`config.mk`:
```
export PLATFORM = sky130hd
export DESIGN_NAME = alarm_scheduler_flat
export DESIGN_NICKNAME = d
export VERILOG_FILES = /design/src/rtl/alarm_scheduler_if.sv /design/src/rtl/alarm_scheduler.sv /design/src/flat_wrapper.sv
export SDC_FILE = /design/constraint.sdc
export NUM_CORES = 1
export LEC_CHECK = 0
export BUFFER_PORTS_ARGS = -buffer_cell sky130_fd_sc_hd__buf_2
export CORE_MARGIN = 2
export CORE_UTILIZATION = 40
export DETAILED_ROUTE_END_ITERATION = 12
export GPL_ROUTABILITY_DRIVEN = 0
export PLACE_DENSITY = 0.7
export SLEW_MARGIN = 15
export SYNTH_ARGS = -nofsm -noshare
export SYNTH_HDL_FRONTEND = slang
export SYNTH_SLANG_ARGS = --single-unit
```
`constraint.sdc`:
```
create_clock -name clk -period 2.3 [get_ports clk]
set_input_delay 0.46 -clock clk [delete_from_list [all_inputs] [get_ports clk]]
set_output_delay 0.46 -clock clk [all_outputs]
set_load 0.05 [all_outputs]
```
`src/rtl/alarm_scheduler_if.sv`:
```
// alarm_scheduler_if
//   Groups the alarm scheduler's bus-side signals. The slave modport is the
//   scheduler's view; the master modport is the view of the surrounding
//   logic (time counter, alarm-set bank, buttons, buzzer/LED consumer).
//
//   sec_tick    1   one-cycle pulse per second from the time counter
//   t_hq1       2   current hour tens, BCD
//   t_hq0       4   current hour units, BCD
//   t_mq1       3   current minute tens, BCD
//   t_mq0       4   current minute units, BCD
//   alarm_time  52  slot k at [13k+12:13k] as {hq1, hq0, mq1, mq0}
//   alarm_arm   4   per-slot arm enable
//   stop        1   debounced one-cycle pulse
//   snooze      1   debounced one-cycle pulse
//   ring        1   high while ringing
//   buzz        1   buzzer drive, toggles each second while ringing
//   ring_id     2   slot being served (0 when idle)
//   pending     4   slots queued and not yet served
//   missed      4   sticky per-slot "ring timed out" flags
interface alarm_scheduler_if;
  logic        sec_tick;
  logic [1:0]  t_hq1;
  logic [3:0]  t_hq0;
  logic [2:0]  t_mq1;
  logic [3:0]  t_mq0;
  logic [51:0] alarm_time;
  logic [3:0]  alarm_arm;
  logic        stop;
  logic        snooze;
  logic        ring;
  logic        buzz;
  logic [1:0]  ring_id;
  logic [3:0]  pending;
  logic [3:0]  missed;

  modport slave (
    input  sec_tick, t_hq1, t_hq0, t_mq1, t_mq0, alarm_time, alarm_arm,
           stop, snooze,
    output ring, buzz, ring_id, pending, missed
  );

  modport master (
    output sec_tick, t_hq1, t_hq0, t_mq1, t_mq0, alarm_time, alarm_arm,
           stop, snooze,
    input  ring, buzz, ring_id, pending, missed
  );
endinterface

```
`src/rtl/alarm_scheduler.sv`:
```
// alarm_scheduler
//   Compares the four alarm slots against the running time of day, queues
//   each armed slot once per matching minute, and serves the queue one slot
//   at a time (lowest index first) through ring / snooze / timeout handling.
//
//   clk   system clock
//   clr   synchronous reset, active-low, clears all state
//   bus   alarm_scheduler_if.slave: time, slot bank, arm, stop/snooze and
//         sec_tick in; ring, buzz, ring_id, pending, missed out
module alarm_scheduler #(
  parameter int unsigned RING_SECS   = 60,
  parameter int unsigned SNOOZE_SECS = 300,
  parameter int unsigned SNOOZE_MAX  = 3
) (
  input  logic               clk,
  input  logic               clr,
  alarm_scheduler_if.slave   bus
);

  typedef enum logic [1:0] {
    ST_IDLE,
    ST_RING,
    ST_SNOOZE
  } state_t;

  localparam logic [7:0] RING_LAST = 8'(RING_SECS - 1);
  localparam logic [9:0] SZ_LAST   = 10'(SNOOZE_SECS - 1);
  localparam logic [2:0] SZ_LIMIT  = 3'(SNOOZE_MAX);

  state_t      state_q;
  logic        ring_q;
  logic        buzz_q;
  logic [1:0]  ring_id_q;
  logic [3:0]  pending_q;
  logic [3:0]  pending_d;
  logic [3:0]  missed_q;
  logic [3:0]  match_q;
  logic [7:0]  ring_cnt_q;
  logic [9:0]  sz_timer_q;
  logic [2:0]  snooze_cnt_q;

  logic [12:0] cur_time;
  logic [3:0]  match;
  logic [3:0]  served;
  logic [1:0]  sel;

  always_comb begin
    cur_time = {bus.t_hq1, bus.t_hq0, bus.t_mq1, bus.t_mq0};
    match    = '0;
    for (int unsigned k = 0; k < 4; k++) begin
      match[k] = bus.alarm_arm[k] && (bus.alarm_time[13*k +: 13] == cur_time);
    end
  end

  // Lowest set pending bit wins; scanning downward lets the last hit stick.
  always_comb begin
    sel = '0;
    for (int unsigned k = 4; k > 0; k--) begin
      if (pending_q[k-1]) sel = 2'(k - 1);
    end
  end

  // The slot in service is shielded from disarm-clearing; a fresh match edge
  // is OR-ed in last so a re-trigger during service or selection survives.
  always_comb begin
    served = '0;
    if (state_q != ST_IDLE) served[ring_id_q] = 1'b1;
    pending_d = pending_q & (bus.alarm_arm | served);
    if (state_q == ST_IDLE && pending_q != '0) pending_d[sel] = 1'b0;
    pending_d = pending_d | (match & ~match_q);
  end

  always_ff @(posedge clk) begin
    if (!clr) begin
      state_q      <= ST_IDLE;
      ring_q       <= 1'b0;
      buzz_q       <= 1'b0;
      ring_id_q    <= '0;
      pending_q    <= '0;
      missed_q     <= '0;
      match_q      <= '0;
      ring_cnt_q   <= '0;
      sz_timer_q   <= '0;
      snooze_cnt_q <= '0;
    end else begin
      match_q   <= match;
      pending_q <= pending_d;
      if (bus.stop) missed_q <= '0;

      case (state_q)
        ST_IDLE: begin
          if (pending_q != '0) begin
            state_q      <= ST_RING;
            ring_q       <= 1'b1;
            buzz_q       <= 1'b1;
            ring_id_q    <= sel;
            ring_cnt_q   <= '0;
            snooze_cnt_q <= '0;
          end
        end

        ST_RING: begin
          if (bus.stop) begin
            state_q   <= ST_IDLE;
            ring_q    <= 1'b0;
            buzz_q    <= 1'b0;
            ring_id_q <= '0;
          end else if (bus.snooze && snooze_cnt_q < SZ_LIMIT) begin
            state_q      <= ST_SNOOZE;
            ring_q       <= 1'b0;
            buzz_q       <= 1'b0;
            snooze_cnt_q <= snooze_cnt_q + 3'd1;
            sz_timer_q   <= '0;
          end else if (bus.sec_tick) begin
            if (ring_cnt_q == RING_LAST) begin
              state_q             <= ST_IDLE;
              ring_q              <= 1'b0;
              buzz_q              <= 1'b0;
              missed_q[ring_id_q] <= 1'b1;
              ring_id_q           <= '0;
            end else begin
              buzz_q     <= ~buzz_q;
              ring_cnt_q <= ring_cnt_q + 8'd1;
            end
          end
        end

        ST_SNOOZE: begin
          if (bus.stop) begin
            state_q   <= ST_IDLE;
            ring_id_q <= '0;
          end else if (bus.sec_tick) begin
            if (sz_timer_q == SZ_LAST) begin
              state_q    <= ST_RING;
              ring_q     <= 1'b1;
              buzz_q     <= 1'b1;
              ring_cnt_q <= '0;
            end else begin
              sz_timer_q <= sz_timer_q + 10'd1;
            end
          end
        end

        default: state_q <= ST_IDLE;
      endcase
    end
  end

  assign bus.ring    = ring_q;
  assign bus.buzz    = buzz_q;
  assign bus.ring_id = ring_id_q;
  assign bus.pending = pending_q;
  assign bus.missed  = missed_q;

endmodule

```
`src/flat_wrapper.sv`:
```
// flat-port wrapper written by rule: the top's interface ports become plain ports
module alarm_scheduler_flat 
#(
  parameter int unsigned RING_SECS   = 60,
  parameter int unsigned SNOOZE_SECS = 300,
  parameter int unsigned SNOOZE_MAX  = 3
)
  (clk, clr, bus_sec_tick, bus_t_hq1, bus_t_hq0, bus_t_mq1, bus_t_mq0, bus_alarm_time, bus_alarm_arm, bus_stop, bus_snooze, bus_ring, bus_buzz, bus_ring_id, bus_pending, bus_missed);
  alarm_scheduler_if bus_i ();
  input  logic clk;
  input  logic clr;
  input wire logic [$bits(bus_i.sec_tick)-1:0] bus_sec_tick;
  input wire logic [$bits(bus_i.t_hq1)-1:0] bus_t_hq1;
  input wire logic [$bits(bus_i.t_hq0)-1:0] bus_t_hq0;
  input wire logic [$bits(bus_i.t_mq1)-1:0] bus_t_mq1;
  input wire logic [$bits(bus_i.t_mq0)-1:0] bus_t_mq0;
  input wire logic [$bits(bus_i.alarm_time)-1:0] bus_alarm_time;
  input wire logic [$bits(bus_i.alarm_arm)-1:0] bus_alarm_arm;
  input wire logic [$bits(bus_i.stop)-1:0] bus_stop;
  input wire logic [$bits(bus_i.snooze)-1:0] bus_snooze;
  output wire logic [$bits(bus_i.ring)-1:0] bus_ring;
  output wire logic [$bits(bus_i.buzz)-1:0] bus_buzz;
  output wire logic [$bits(bus_i.ring_id)-1:0] bus_ring_id;
  output wire logic [$bits(bus_i.pending)-1:0] bus_pending;
  output wire logic [$bits(bus_i.missed)-1:0] bus_missed;
  assign bus_i.sec_tick = bus_sec_tick;
  assign bus_i.t_hq1 = bus_t_hq1;
  assign bus_i.t_hq0 = bus_t_hq0;
  assign bus_i.t_mq1 = bus_t_mq1;
  assign bus_i.t_mq0 = bus_t_mq0;
  assign bus_i.alarm_time = bus_alarm_time;
  assign bus_i.alarm_arm = bus_alarm_arm;
  assign bus_i.stop = bus_stop;
  assign bus_i.snooze = bus_snooze;
  assign bus_ring = bus_i.ring;
  assign bus_buzz = bus_i.buzz;
  assign bus_ring_id = bus_i.ring_id;
  assign bus_pending = bus_i.pending;
  assign bus_missed = bus_i.missed;
  alarm_scheduler #(.RING_SECS(RING_SECS), .SNOOZE_SECS(SNOOZE_SECS), .SNOOZE_MAX(SNOOZE_MAX)) u_core (.clk(clk), .clr(clr), .bus(bus_i));
endmodule
```
==> qor.csv <==
stage,metric,value,unit
timing,fmax,0.4620,GHz
global_routing,grtUsageTotal,18.57,%
synthesis,synth_area_leaders,"dfxtp_1, xnor2_1, xor2_1",
worst_setup_path,crit_fanout,20,
die,pin_count,86,
synthesis,yosys.area_share.simple,27.65,%
clocking,cts_max_level,2,
synthesis,synthAdderAreaFrac,3.354,%
routing,drt-total-wl,6.554,mm
timing,fin_crit_sh,94.10,%
clocking,cts_sinks,39,
worst_setup_path,cp-start-kind,flop,
synthesis,synth_top_family_by_area,simple AND/OR/NAND/NOR gates,
run_status,status,"complete, no violations",
finish,fin_util,51.55,%
synthesis,synth_commonest_cells,"dfxtp_1, xnor2_1, nor2_1",
synthesis,synth_mux_area_share,1.917,%
timing,holdWs,0.4221,ns
clocking,tritoncts,yes,
synthesis,synth_compound_area_share,14.18,%
finish,antenna_cells,0,
pwr,ir_worst_vdd,0.2751,mV
timing,finalHoldViolations,0,
min_path,hp-class,reg2reg,
global_routing,antenna_found_initial,0,
synthesis,synth_edf_count,0,
synthesis,async_flop_share,0,%
synthesis,synth_area_leader_cell,dfxtp_1,
die,die_area,0.007190,mm^2
worst_setup_path,end_kind,flop,
clocking,clk_path_buf_depth,2,
clocking,clock-root-buffer,clkbuf_8,
worst_setup_path,crit_arrival,2.39,ns
die,die_x,84.80,um
routing,post_drt_via_cell_ratio,5.298,
global_routing,grt_pass1_vias,2505,
clocking,cts_made_buffers,5,
timing,slew_headroom,65.00,%
worst_setup_path,cp.required,2.53,ns
die,core_area,0.006314,mm^2
die,num_rows,29,
routing,postRouteAntennaNets,0,
global_routing,grt_max_degree,21,
synthesis,yosys.cell_types.count,45,
clocking,post_cts_buffers,0,
clocking,cts_hold_buf,0,
job,cap_violations,0,
routing,drtPass1Iterations,4,
worst_setup_path,reg2reg_depth,6,
synthesis,ys_seq_area_share,29.90,%
die,die_y,84.80,um
pwr,powerDensity,435.9,mW/mm^2
timing,fin_skew,0.007142,ns
synthesis,netlist.area_leader.share,29.90,%
synthesis,syn_area,0.002611,mm^2
routing,post-route-drc-count,0,
routing,vias,2580,
synthesis,syn_inst,320,
worst_setup_path,crit_chain,ha_1 -> and2b_1 -> nand4_1 -> a211o_2 -> or4_1 -> a21oi_1,
synthesis,syn_nets,401,
placed_design,io_buffers,85,
timing,worstMarginPinSlew,0.5216,ns
timing,fin_crit,2.164,ns
min_path,hold_depth,1,
synthesis,yosys_warnings,0,
finish,nets,490,
synthesis,synth_area_per_cell,8.160,um^2
routing,wl_per_cell,13.46,um
synthesis,synth_seq_cells,39,
clocking,clk_latency,0.29,ns
timing,maxSlewViolCount,0,
finish,area_delta_synth_final,24.63,%
timing,setup_slack,0.1356,ns
finish,final_layout_size_suffix_gt1_share,26.83,%
synthesis,synth_xor_area_share,19.12,%
placed_design,dp_hpwl,5.290,mm
pwr,p_leak,1.336,nW
synthesis,yosysMostFrequentCell,dfxtp_1,
finish,finalNonFillerCells,487,
placed_design,dp.cells,479,
synthesis,synth_top_flop_cell,dfxtp_1,
global_routing,grt_overflow,0,
timing,tns,0,ns
routing,drtIter0Drc,159,
worst_setup_path,cp_slowest_cell,or4_1,
placed_design,place_ws,0.08252,ns
worst_setup_path,max_stage_delay,0.53,ns
timing,finalSetupViolations,0,
worst_setup_path,crit_type,reg2reg,
global_routing,grt_pass1_wl,10.94,mm
clocking,clk_pin_slew,0.08,ns
die,initial_core_util,41.36,%
[where the power goes]
| group | switching, mW | internal (mW) | leakage (nW) |
|---|---|---|---|
| Clock | 0.240 | 0.274 | 0.0515 |
| Combinational | 0.116 | 0.112 | 0.971 |
| Sequential | 0.000752 | 0.676 | 0.314 |
[cells in the final DEF (no fill, tap or decap), drive strengths merged, types with 2 or more instances in the layout]
cell type and n:
nand4 9, o2111ai 2, o31ai 10, nor2 26, nand2b 5, or4 8
and3 5, clkbuf 8, xor2 24, mux2i 5, a211o 2, nor3 5
and2 7, o22ai 3, nand3 16, a21oi 16, xnor2 33, nor2b 6
ha 7, o21ai 10, nor4 11, or3 3, dfxtp 39, o211ai 5
or2 4, nand2 20, a21o 2, inv 14, buf 92
[flip-flops by register name, summed over array words and instances, names as in the netlist]
signal and cells:
u_core.bus.pending 4, u_core.bus.missed 4, u_core.sz_timer_q 10, u_core.ring_cnt_q 8, u_core.bus.ring 1, u_core.match_q 4, u_core.state_q 2, u_core.snooze_cnt_q 3
u_core.bus.buzz 1, u_core.bus.ring_id 2
[worst paths after layout]
| path | start | endpoint | slack [ns] |
|---|---|---|---|
| setup reg to reg | u_core.sz_timer_q[0]$_SDFFE_PN0P_ | u_core.ring_cnt_q[6]$_SDFFE_PN0P_ | 0.14 |
| setup / recovery | u_core.sz_timer_q[0]$_SDFFE_PN0P_ | u_core.ring_cnt_q[6]$_SDFFE_PN0P_ | 0.14 |
| hold / removal | u_core.match_q[1]$_SDFF_PN0_ | u_core.bus.pending[1]$_SDFF_PN0_ | 0.42 |
| hold reg to reg | u_core.match_q[1]$_SDFF_PN0_ | u_core.bus.pending[1]$_SDFF_PN0_ | 0.42 |
[routing by layer]
| layer | up-vias | GRT usage [%] | wire [um] |
|---|---|---|---|
| met4 | 0 | 5.772 | 53 |
| met5 | - | 0 | 0 |
| met2 | 90 | 33.57 | 3357 |
| met3 | 6 | 4.031 | 402 |
| met1 | 1167 | 21.78 | 2741 |
| li1 | 1317 | - | - |
[cell families after synthesis]
logic type / after synthesis
flip-flops: 39
multiplexers: 5
XOR/XNOR: 57
AO/OA/AOI/OAI: 56
AND/OR/NAND/NOR: 132
buffers and inverters: 24
adder cells (fa/ha/maj): 7
[timing repair]
action	in CTS	in global routing
endpoints found under the setup margin	0	8
hold endpoints to repair	0	0
gates resized for setup	0	4
[cell type report]
cell class	count	area, um^2
flip-flops and latches	39	780.7
well taps	77	96.34
inverters	14	52.55
clock buffers	8	100.1
multi-input cells	257	1747
fillers	623	3059
repair buffers	92	478.0
[worst max-delay path, delay by kind of cell, from the launching register on]
family                     cells  cell delay, ns
and+or+nand+nor                3            0.86
AOI/OAI and AO/OA              2            0.64
DFF                            1            0.39
adders and majority gates      1            0.21
[through the flow]
| step | area [um^2] | power, mW |
|---|---|---|
| detailed placement | 3137 | 0.9200 |
| finish | 3254 | 1.419 |
| floorplan | 2611 | 0.8030 |
| global route | 3254 | 1.485 |
| CTS | 3237 | 1.434 |
| global placement | 3137 | 0.9172 |
No activity file was read; power rests on OpenSTA's default activity.
